$ cat config.mk
export PLATFORM = sky130hd
export DESIGN_NAME = multicycle_control_unit_flat
export DESIGN_NICKNAME = d
export VERILOG_FILES = /design/src/rtl/multicycle_control_unit_if.sv /design/src/rtl/multicycle_control_unit.sv /design/src/flat_wrapper.sv
export SDC_FILE = /design/constraint.sdc
export NUM_CORES = 1
export LEC_CHECK = 0
export BUFFER_PORTS_ARGS = -buffer_cell sky130_fd_sc_hd__clkbuf_2
export CAP_MARGIN = 30
export CORE_ASPECT_RATIO = 1.1
export CORE_UTILIZATION = 55
export DETAILED_ROUTE_END_ITERATION = 6
export PLACE_DENSITY = 0.85
export SLEW_MARGIN = 20
export SYNTH_ARGS = -nofsm -noshare
export SYNTH_HDL_FRONTEND = slang
export SYNTH_SLANG_ARGS = --single-unit
$ cat constraint.sdc
create_clock -name clk -period 4.59 [get_ports clk]
set_input_delay 0.2295 -clock clk [delete_from_list [all_inputs] [get_ports clk]]
set_output_delay 0.2295 -clock clk [all_outputs]
set_load 0.05 [all_outputs]
$ cat src/rtl/multicycle_control_unit_if.sv
// Unified memory port between the multi-cycle control unit and memory.
// Control drives request/address-select/write/mode, memory answers with mem_ready.
interface multicycle_control_unit_if;
  logic       mem_req;
  logic       mem_addr_src;
  logic       memory_write;
  logic [3:0] memory_mode;
  logic       mem_ready;

  modport master (output mem_req, mem_addr_src, memory_write, memory_mode, input mem_ready);
  modport slave  (input mem_req, mem_addr_src, memory_write, memory_mode, output mem_ready);
endinterface

$ cat src/rtl/multicycle_control_unit.sv
// FSM control unit for the multi-cycle RV32I core: FETCH/DECODE/EXECUTE/MEM/WRITEBACK
// sequencing, variable-latency memory handshake, bus timeout and illegal-instruction trap.
module multicycle_control_unit #(
  parameter int MEM_TIMEOUT = 15,
  parameter bit TIMEOUT_EN  = 1'b1,
  parameter int ALU_CTRL_W  = 5
) (
  input  logic                      clk,
  input  logic                      reset,
  input  logic [31:0]               instruction,
  input  logic                      zero,
  multicycle_control_unit_if.master bus,
  output logic                      ir_write,
  output logic                      pc_write,
  output logic [1:0]                PC_src,
  output logic                      ALU_src,
  output logic [2:0]                imm_src,
  output logic [ALU_CTRL_W-1:0]     ALU_control,
  output logic                      reg_write,
  output logic [1:0]                reg_write_mode,
  output logic [2:0]                state,
  output logic                      illegal,
  output logic                      timeout
);
  typedef enum logic [2:0] {
    ST_FETCH = 3'd0, ST_DECODE = 3'd1, ST_EXECUTE = 3'd2,
    ST_MEM = 3'd3, ST_WRITEBACK = 3'd4, ST_TRAP = 3'd5
  } state_t;

  typedef enum logic [2:0] {C_R, C_I, C_LOAD, C_STORE, C_BRANCH, C_JAL, C_LUI} cls_t;

  typedef struct packed {
    cls_t                  cls;
    logic [ALU_CTRL_W-1:0] alu;
    logic                  alu_src;
    logic [2:0]            imm;
    logic [3:0]            mode;
    logic                  bad;
  } dec_t;

  state_t     st;
  dec_t       dec, dq;
  logic [7:0] tmo_cnt;
  logic       stall, tmo_hit;
  logic [6:0] opcode, funct7;
  logic [2:0] funct3;

  assign opcode = instruction[6:0];
  assign funct3 = instruction[14:12];
  assign funct7 = instruction[31:25];

  logic unused_instr;
  assign unused_instr = ^{instruction[24:15], instruction[11:7]};

  function automatic logic [ALU_CTRL_W-1:0] alu_op(input logic [2:0] f3, input logic alt);
    logic [4:0] c;
    case (f3)
      3'd0:    c = alt ? 5'd2 : 5'd1;
      3'd1:    c = 5'd6;
      3'd2:    c = 5'd9;
      3'd3:    c = 5'd10;
      3'd4:    c = 5'd3;
      3'd5:    c = alt ? 5'd8 : 5'd7;
      3'd6:    c = 5'd4;
      default: c = 5'd5;
    endcase
    return ALU_CTRL_W'(c);
  endfunction

  always_comb begin
    dec = '0;
    case (opcode)
      7'b0110011: begin
        dec.cls = C_R;
        if (funct7 == 7'b0000000) dec.alu = alu_op(funct3, 1'b0);
        else if (funct7 == 7'b0100000 && (funct3 == 3'd0 || funct3 == 3'd5))
          dec.alu = alu_op(funct3, 1'b1);
        else dec.bad = 1'b1;
      end
      7'b0010011: begin
        dec.cls     = C_I;
        dec.alu_src = 1'b1;
        // only the shift-immediates constrain imm[11:5]
        if (funct3 == 3'd1 && funct7 != 7'b0000000) dec.bad = 1'b1;
        if (funct3 == 3'd5 && funct7 != 7'b0000000 && funct7 != 7'b0100000) dec.bad = 1'b1;
        dec.alu = alu_op(funct3, funct3 == 3'd5 && funct7 == 7'b0100000);
      end
      7'b0000011: begin
        dec.cls     = C_LOAD;
        dec.alu     = ALU_CTRL_W'(5'd1);
        dec.alu_src = 1'b1;
        case (funct3)
          3'd0, 3'd1, 3'd2: dec.mode = {1'b0, funct3};
          3'd4:             dec.mode = 4'd3;
          3'd5:             dec.mode = 4'd4;
          default:          dec.bad  = 1'b1;
        endcase
      end
      7'b0100011: begin
        dec.cls     = C_STORE;
        dec.alu     = ALU_CTRL_W'(5'd1);
        dec.alu_src = 1'b1;
        dec.imm     = 3'd1;
        dec.mode    = {1'b0, funct3};
        if (funct3 > 3'd2) dec.bad = 1'b1;
      end
      7'b1100011: begin
        dec.cls = C_BRANCH;
        dec.imm = 3'd2;
        case (funct3)
          3'd0:    dec.alu = ALU_CTRL_W'(5'd11);
          3'd1:    dec.alu = ALU_CTRL_W'(5'd12);
          3'd4:    dec.alu = ALU_CTRL_W'(5'd13);
          3'd5:    dec.alu = ALU_CTRL_W'(5'd14);
          3'd6:    dec.alu = ALU_CTRL_W'(5'd15);
          3'd7:    dec.alu = ALU_CTRL_W'(5'd16);
          default: dec.bad = 1'b1;
        endcase
      end
      7'b1101111: begin
        dec.cls     = C_JAL;
        dec.alu     = ALU_CTRL_W'(5'd17);
        dec.alu_src = 1'b1;
        dec.imm     = 3'd4;
      end
      7'b0110111: begin
        dec.cls     = C_LUI;
        dec.alu     = ALU_CTRL_W'(5'd18);
        dec.alu_src = 1'b1;
        dec.imm     = 3'd3;
      end
      default: dec.bad = 1'b1;
    endcase
  end

  // a handshake landing on the limit cycle wins over the timeout
  assign stall   = TIMEOUT_EN && bus.mem_req && !bus.mem_ready;
  assign tmo_hit = stall && (tmo_cnt == 8'(MEM_TIMEOUT));

  always_ff @(posedge clk or posedge reset) begin
    if (reset) begin
      st      <= ST_FETCH;
      tmo_cnt <= '0;
      illegal <= 1'b0;
      timeout <= 1'b0;
      dq      <= '0;
    end else begin
      tmo_cnt <= (stall && !tmo_hit) ? tmo_cnt + 8'd1 : 8'd0;
      if (tmo_hit) begin
        st      <= ST_TRAP;
        timeout <= 1'b1;
      end else begin
        case (st)
          ST_FETCH: if (bus.mem_ready) st <= ST_DECODE;
          ST_DECODE: begin
            dq <= dec;
            if (dec.bad) begin
              illegal <= 1'b1;
              st      <= ST_TRAP;
            end else st <= ST_EXECUTE;
          end
          ST_EXECUTE: begin
            case (dq.cls)
              C_LOAD, C_STORE: st <= ST_MEM;
              C_BRANCH, C_JAL: st <= ST_FETCH;
              default:         st <= ST_WRITEBACK;
            endcase
          end
          ST_MEM:       if (bus.mem_ready) st <= (dq.cls == C_STORE) ? ST_FETCH : ST_WRITEBACK;
          ST_WRITEBACK: st <= ST_FETCH;
          ST_TRAP:      st <= ST_TRAP;
          default:      st <= ST_FETCH;
        endcase
      end
    end
  end

  assign state = st;

  // outputs are gated by reset so every strobe is low while reset is held
  always_comb begin
    bus.mem_req      = 1'b0;
    bus.mem_addr_src = 1'b0;
    bus.memory_write = 1'b0;
    bus.memory_mode  = 4'd0;
    ir_write         = 1'b0;
    pc_write         = 1'b0;
    PC_src           = 2'd0;
    ALU_src          = 1'b0;
    imm_src          = 3'd0;
    ALU_control      = '0;
    reg_write        = 1'b0;
    reg_write_mode   = 2'd0;
    if (!reset) begin
      if (st == ST_EXECUTE || st == ST_MEM || st == ST_WRITEBACK) begin
        ALU_control = dq.alu;
        ALU_src     = dq.alu_src;
        imm_src     = dq.imm;
      end
      case (st)
        ST_FETCH: begin
          bus.mem_req     = 1'b1;
          bus.memory_mode = 4'd2;
          ir_write        = bus.mem_ready;
        end
        ST_EXECUTE: begin
          if (dq.cls == C_BRANCH) begin
            pc_write = 1'b1;
            PC_src   = {1'b0, zero};
          end else if (dq.cls == C_JAL) begin
            pc_write       = 1'b1;
            PC_src         = 2'd1;
            reg_write      = 1'b1;
            reg_write_mode = 2'd2;
          end
        end
        ST_MEM: begin
          bus.mem_req      = 1'b1;
          bus.mem_addr_src = 1'b1;
          bus.memory_mode  = dq.mode;
          bus.memory_write = (dq.cls == C_STORE);
          pc_write         = (dq.cls == C_STORE) && bus.mem_ready;
        end
        ST_WRITEBACK: begin
          reg_write      = 1'b1;
          reg_write_mode = (dq.cls == C_LOAD) ? 2'd1 : (dq.cls == C_LUI) ? 2'd3 : 2'd0;
          pc_write       = 1'b1;
        end
        default: ;
      endcase
    end
  end
endmodule

$ cat src/flat_wrapper.sv
// flat-port wrapper written by rule: the top's interface ports become plain ports
module multicycle_control_unit_flat 
#(
  parameter int MEM_TIMEOUT = 15,
  parameter bit TIMEOUT_EN  = 1'b1,
  parameter int ALU_CTRL_W  = 5
)
  (clk, reset, instruction, zero, ir_write, pc_write, PC_src, ALU_src, imm_src, ALU_control, reg_write, reg_write_mode, state, illegal, timeout, bus_mem_req, bus_mem_addr_src, bus_memory_write, bus_memory_mode, bus_mem_ready);
  multicycle_control_unit_if bus_i ();
  input  logic clk;
  input  logic reset;
  input  logic [31:0] instruction;
  input  logic zero;
  output logic ir_write;
  output logic pc_write;
  output logic [1:0] PC_src;
  output logic ALU_src;
  output logic [2:0] imm_src;
  output logic [ALU_CTRL_W-1:0] ALU_control;
  output logic reg_write;
  output logic [1:0] reg_write_mode;
  output logic [2:0] state;
  output logic illegal;
  output logic timeout;
  output wire logic [$bits(bus_i.mem_req)-1:0] bus_mem_req;
  output wire logic [$bits(bus_i.mem_addr_src)-1:0] bus_mem_addr_src;
  output wire logic [$bits(bus_i.memory_write)-1:0] bus_memory_write;
  output wire logic [$bits(bus_i.memory_mode)-1:0] bus_memory_mode;
  input wire logic [$bits(bus_i.mem_ready)-1:0] bus_mem_ready;
  assign bus_mem_req = bus_i.mem_req;
  assign bus_mem_addr_src = bus_i.mem_addr_src;
  assign bus_memory_write = bus_i.memory_write;
  assign bus_memory_mode = bus_i.memory_mode;
  assign bus_i.mem_ready = bus_mem_ready;
  multicycle_control_unit #(.MEM_TIMEOUT(MEM_TIMEOUT), .TIMEOUT_EN(TIMEOUT_EN), .ALU_CTRL_W(ALU_CTRL_W)) u_core (.clk(clk), .reset(reset), .instruction(instruction), .zero(zero), .bus(bus_i), .ir_write(ir_write), .pc_write(pc_write), .PC_src(PC_src), .ALU_src(ALU_src), .imm_src(imm_src), .ALU_control(ALU_control), .reg_write(reg_write), .reg_write_mode(reg_write_mode), .state(state), .illegal(illegal), .timeout(timeout));
endmodule
==> out/metrics.csv <==
metric,value,unit
total_power,0.000585,W
numCtsBuffers,3,
die-width,60.5,um
cts-resized-gates,0,
dpl_cell_area,0.00228,sq mm
post_synth_xor_area_fraction,3.39,%
cts_root_buffer,sky130_fd_sc_hd__clkbuf_8,
coreArea,0.00363,sq mm
clk_transition_reported_paths,0.09,ns
critical_path_peak_fanout,11,
synthesis.area_per_instance,8.01,sq um
hold_slack,0.136,ns
post-route-min-period,2.49,ns
endpoint_kind,primary output,
bufs_on_longest_clock_path,2,
maxCapViolCount,0,
synth_compound_gate_area_share,20.6,%
ys.flop_type,sky130_fd_sc_hd__dfrtp_1,
route.vias.total,1949,
post-cts-setup-buffer-count,0,
layout_worst_path_cycle_share,54.2,%
dp_hpwl,3530,um
yosys-mux-area-fraction,0.969,%
ys_seq_area_share,33.9,%
drt-pass1-iter-count,4,
fmaxAchievable,402,MHz
outcome,"complete, no violations",
drc,0,
async_reset_ff_share,100,%
worst_slew_pin_slew,0.680,ns
grt_start_max_net_pins,19,
cts_max_level,1,
worst-path-buf-inv,1,
start_util,57.0,%
routed_via_density,5.75,
max_incr_delay_on_cp,0.57,ns
grt_antenna_before_repair,0,
final.setup.tns,0,ns
timing.critical_path.mode_cell,sky130_fd_sc_hd__nand2b_1,
synth_area,0.00207,sq mm
largest_delay_contributor_family_on_the_critical_path,simple AND/OR/NAND/NOR gates,
critical_path_depth,5,
ir_drop,0.148,mV
setup.worst_path.class,flip-flop to primary output,
finalWeightedCongestion,0.932,
die_area,0.00401,sq mm
synth_top_family_by_area,simple AND/OR/NAND/NOR gates,
tritoncts,done,
globalRoute.totalOverflow,0,
number_of_enable_type_register_cells_in_the_synthesized_netlist,0,
port_buffers,46,
rsz_0062_raised_after_global_routing,false,
die_y,66.3,um
final_hold_viol_count,0,
critical_path.cell_chain,nand2b_1 -> nand2b_1 -> a21oi_1 -> and2_1 -> clkbuf_2,
grtUsageTotal,25.2,%
antenna_violating_nets_post_route,0,
startpoint_kind_of_the_worst_setup_timing_path,flip-flop,
layout-area-overhead-vs-synth,13.9,%
hold_path_class,input pin to async pin,
final_nets,327,
data_required_time_at_the_worst_endpoint,4.36,ns
insertedDiodeCount,0,
power_density,249,mW/mm^2
worstPathArrival,2.26,ns
synth_cells,258,
ff2ff_path_depth,5,
detailedRoute.firstIterationViolations,125,
grt_pass1_vias,1741,
synth_adder_area_share,0.605,%
synth_simple_gate_area_share,34.7,%
critical-path-slowest-cell,sky130_fd_sc_hd__a21oi_1,
rrSetupSlack,2.65,ns
fp-row-count,23,
cts_hold_buf,0,
first_pass_grt_wire_length,7830,um
final-max-slew-violation-count,0,
drt_wl_total,4710,um
netlist_cell_types,60,
yosys_register_bits,28,
routedWlPerCell,13.9,um
yosys_warnings,0,
p_leak,1.02,nW
max-slew-margin-rel,54.7,%
report.final.setup_viol,0,
boundaryPins,64,
layout-drive-gt1-share,20.4,%
final.setup_skew,0.00345,ns
cts_num_sinks,28,
postLayoutCellArea,0.00235,sq mm
clk-insertion-delay-late,0.27,ns
==> final timing paths <==
check                                     start           endpoint
worst max register to register  u_core.state[0]    u_core.state[2]
worst max-delay path            u_core.state[1]     ALU_control[0]
worst min-delay path                      reset  u_core.tmo_cnt[4]
worst min register to register     u_core.dq[8]       u_core.dq[8]
min in group clk                  bus_mem_ready  u_core.tmo_cnt[6]
max in group asynchronous                 reset    u_core.state[2]
==> registers in the layout, indices dropped and copies added, names as in the netlist <==
register	cells
u_core.timeout	1
u_core.tmo_cnt	8
u_core.state	3
u_core.illegal	1
u_core.dq	15
==> cell families (layout without fill, tap and decap cells) <==
kind of cell | Yosys count | in the layout
buf+inv | 26 | 56
flops | 28 | 28
fa+ha+maj | 1 | 1
compound gates | 65 | 65
mux | 2 | 2
other cells | 1 | 2
simple gates | 127 | 127
xor+xnor | 8 | 8
==> Yosys cell counts (8+ instances only) <==
cell	count	area, sq um
sky130_fd_sc_hd__dfrtp_1	28	701
sky130_fd_sc_hd__nand2b_1	12	75.1
sky130_fd_sc_hd__and2_1	13	81.3
sky130_fd_sc_hd__nor2b_1	9	56.3
sky130_fd_sc_hd__a21oi_1	11	55.1
sky130_fd_sc_hd__nand3_1	8	40.0
sky130_fd_sc_hd__clkbuf_1	13	48.8
sky130_fd_sc_hd__a31oi_1	11	68.8
sky130_fd_sc_hd__nor2_1	27	101
sky130_fd_sc_hd__nand2_1	22	82.6
sky130_fd_sc_hd__o21ai_0	16	80.1
==> where the power goes <==
| part | switching, W | internal, W |
|---|---|---|
| Combinational | 0.0000625 | 0.0000402 |
| Clock | 0.0000709 | 0.000117 |
| Sequential | 0.0000180 | 0.000277 |
==> final cells by class <==
| type | count | area [sq um] |
|---|---|---|
| clock inverters | 1 | 30.0 |
| multi-input cells | 205 | 1250 |
| fillers | 336 | 1270 |
| inverters | 5 | 18.8 |
| clock buffers | 3 | 41.3 |
| well taps | 50 | 62.6 |
| flip-flops and latches | 28 | 701 |
| repair buffers | 47 | 245 |
==> per-layer routing <==
layer	global-route usage (%)	part of all wire [%]	vias up
li1	-	-	980
met1	32.8	45	894
met2	44.5	49	73
met3	1.76	4.8	2
met4	5.97	0.68	0
met5	0	0	-
==> placed cells by master (no fill, tap or decap), types with 3 or more instances in the layout <==
| master | n |
|---|---|
| sky130_fd_sc_hd__nand3_1 | 8 |
| sky130_fd_sc_hd__nand2b_1 | 12 |
| sky130_fd_sc_hd__clkbuf_2 | 46 |
| sky130_fd_sc_hd__o31ai_1 | 4 |
| sky130_fd_sc_hd__clkbuf_8 | 3 |
| sky130_fd_sc_hd__nor2b_1 | 9 |
| sky130_fd_sc_hd__nor3_1 | 5 |
| sky130_fd_sc_hd__nor4_1 | 5 |
| sky130_fd_sc_hd__o211ai_1 | 3 |
| sky130_fd_sc_hd__xor2_1 | 3 |
| sky130_fd_sc_hd__inv_1 | 5 |
| sky130_fd_sc_hd__xnor2_1 | 5 |
| sky130_fd_sc_hd__nand2_1 | 22 |
| sky130_fd_sc_hd__and2_1 | 13 |
| sky130_fd_sc_hd__dfrtp_1 | 28 |
| sky130_fd_sc_hd__o21ai_0 | 16 |
| sky130_fd_sc_hd__a31oi_1 | 11 |
| sky130_fd_sc_hd__and3_1 | 4 |
| sky130_fd_sc_hd__a211oi_1 | 5 |
| sky130_fd_sc_hd__a21oi_1 | 11 |
| sky130_fd_sc_hd__nor2_1 | 26 |
==> per-stage QoR <==
| step | utilization [%] | std cells | setup WS (ns) |
|---|---|---|---|
| 4_1_cts | 64.8 | 339 | 2.12 |
| 5_1_grt | 64.9 | 339 | 1.99 |
| 2_1_floorplan | - | 259 | 1.49 |
| 6_report | 64.9 | 339 | 2.10 |
| 3_3_place_gp | 62.5 | 334 | 2.43 |
| 3_5_place_dp | 62.9 | 335 | 2.39 |
(Power assumes the default switching activity.)
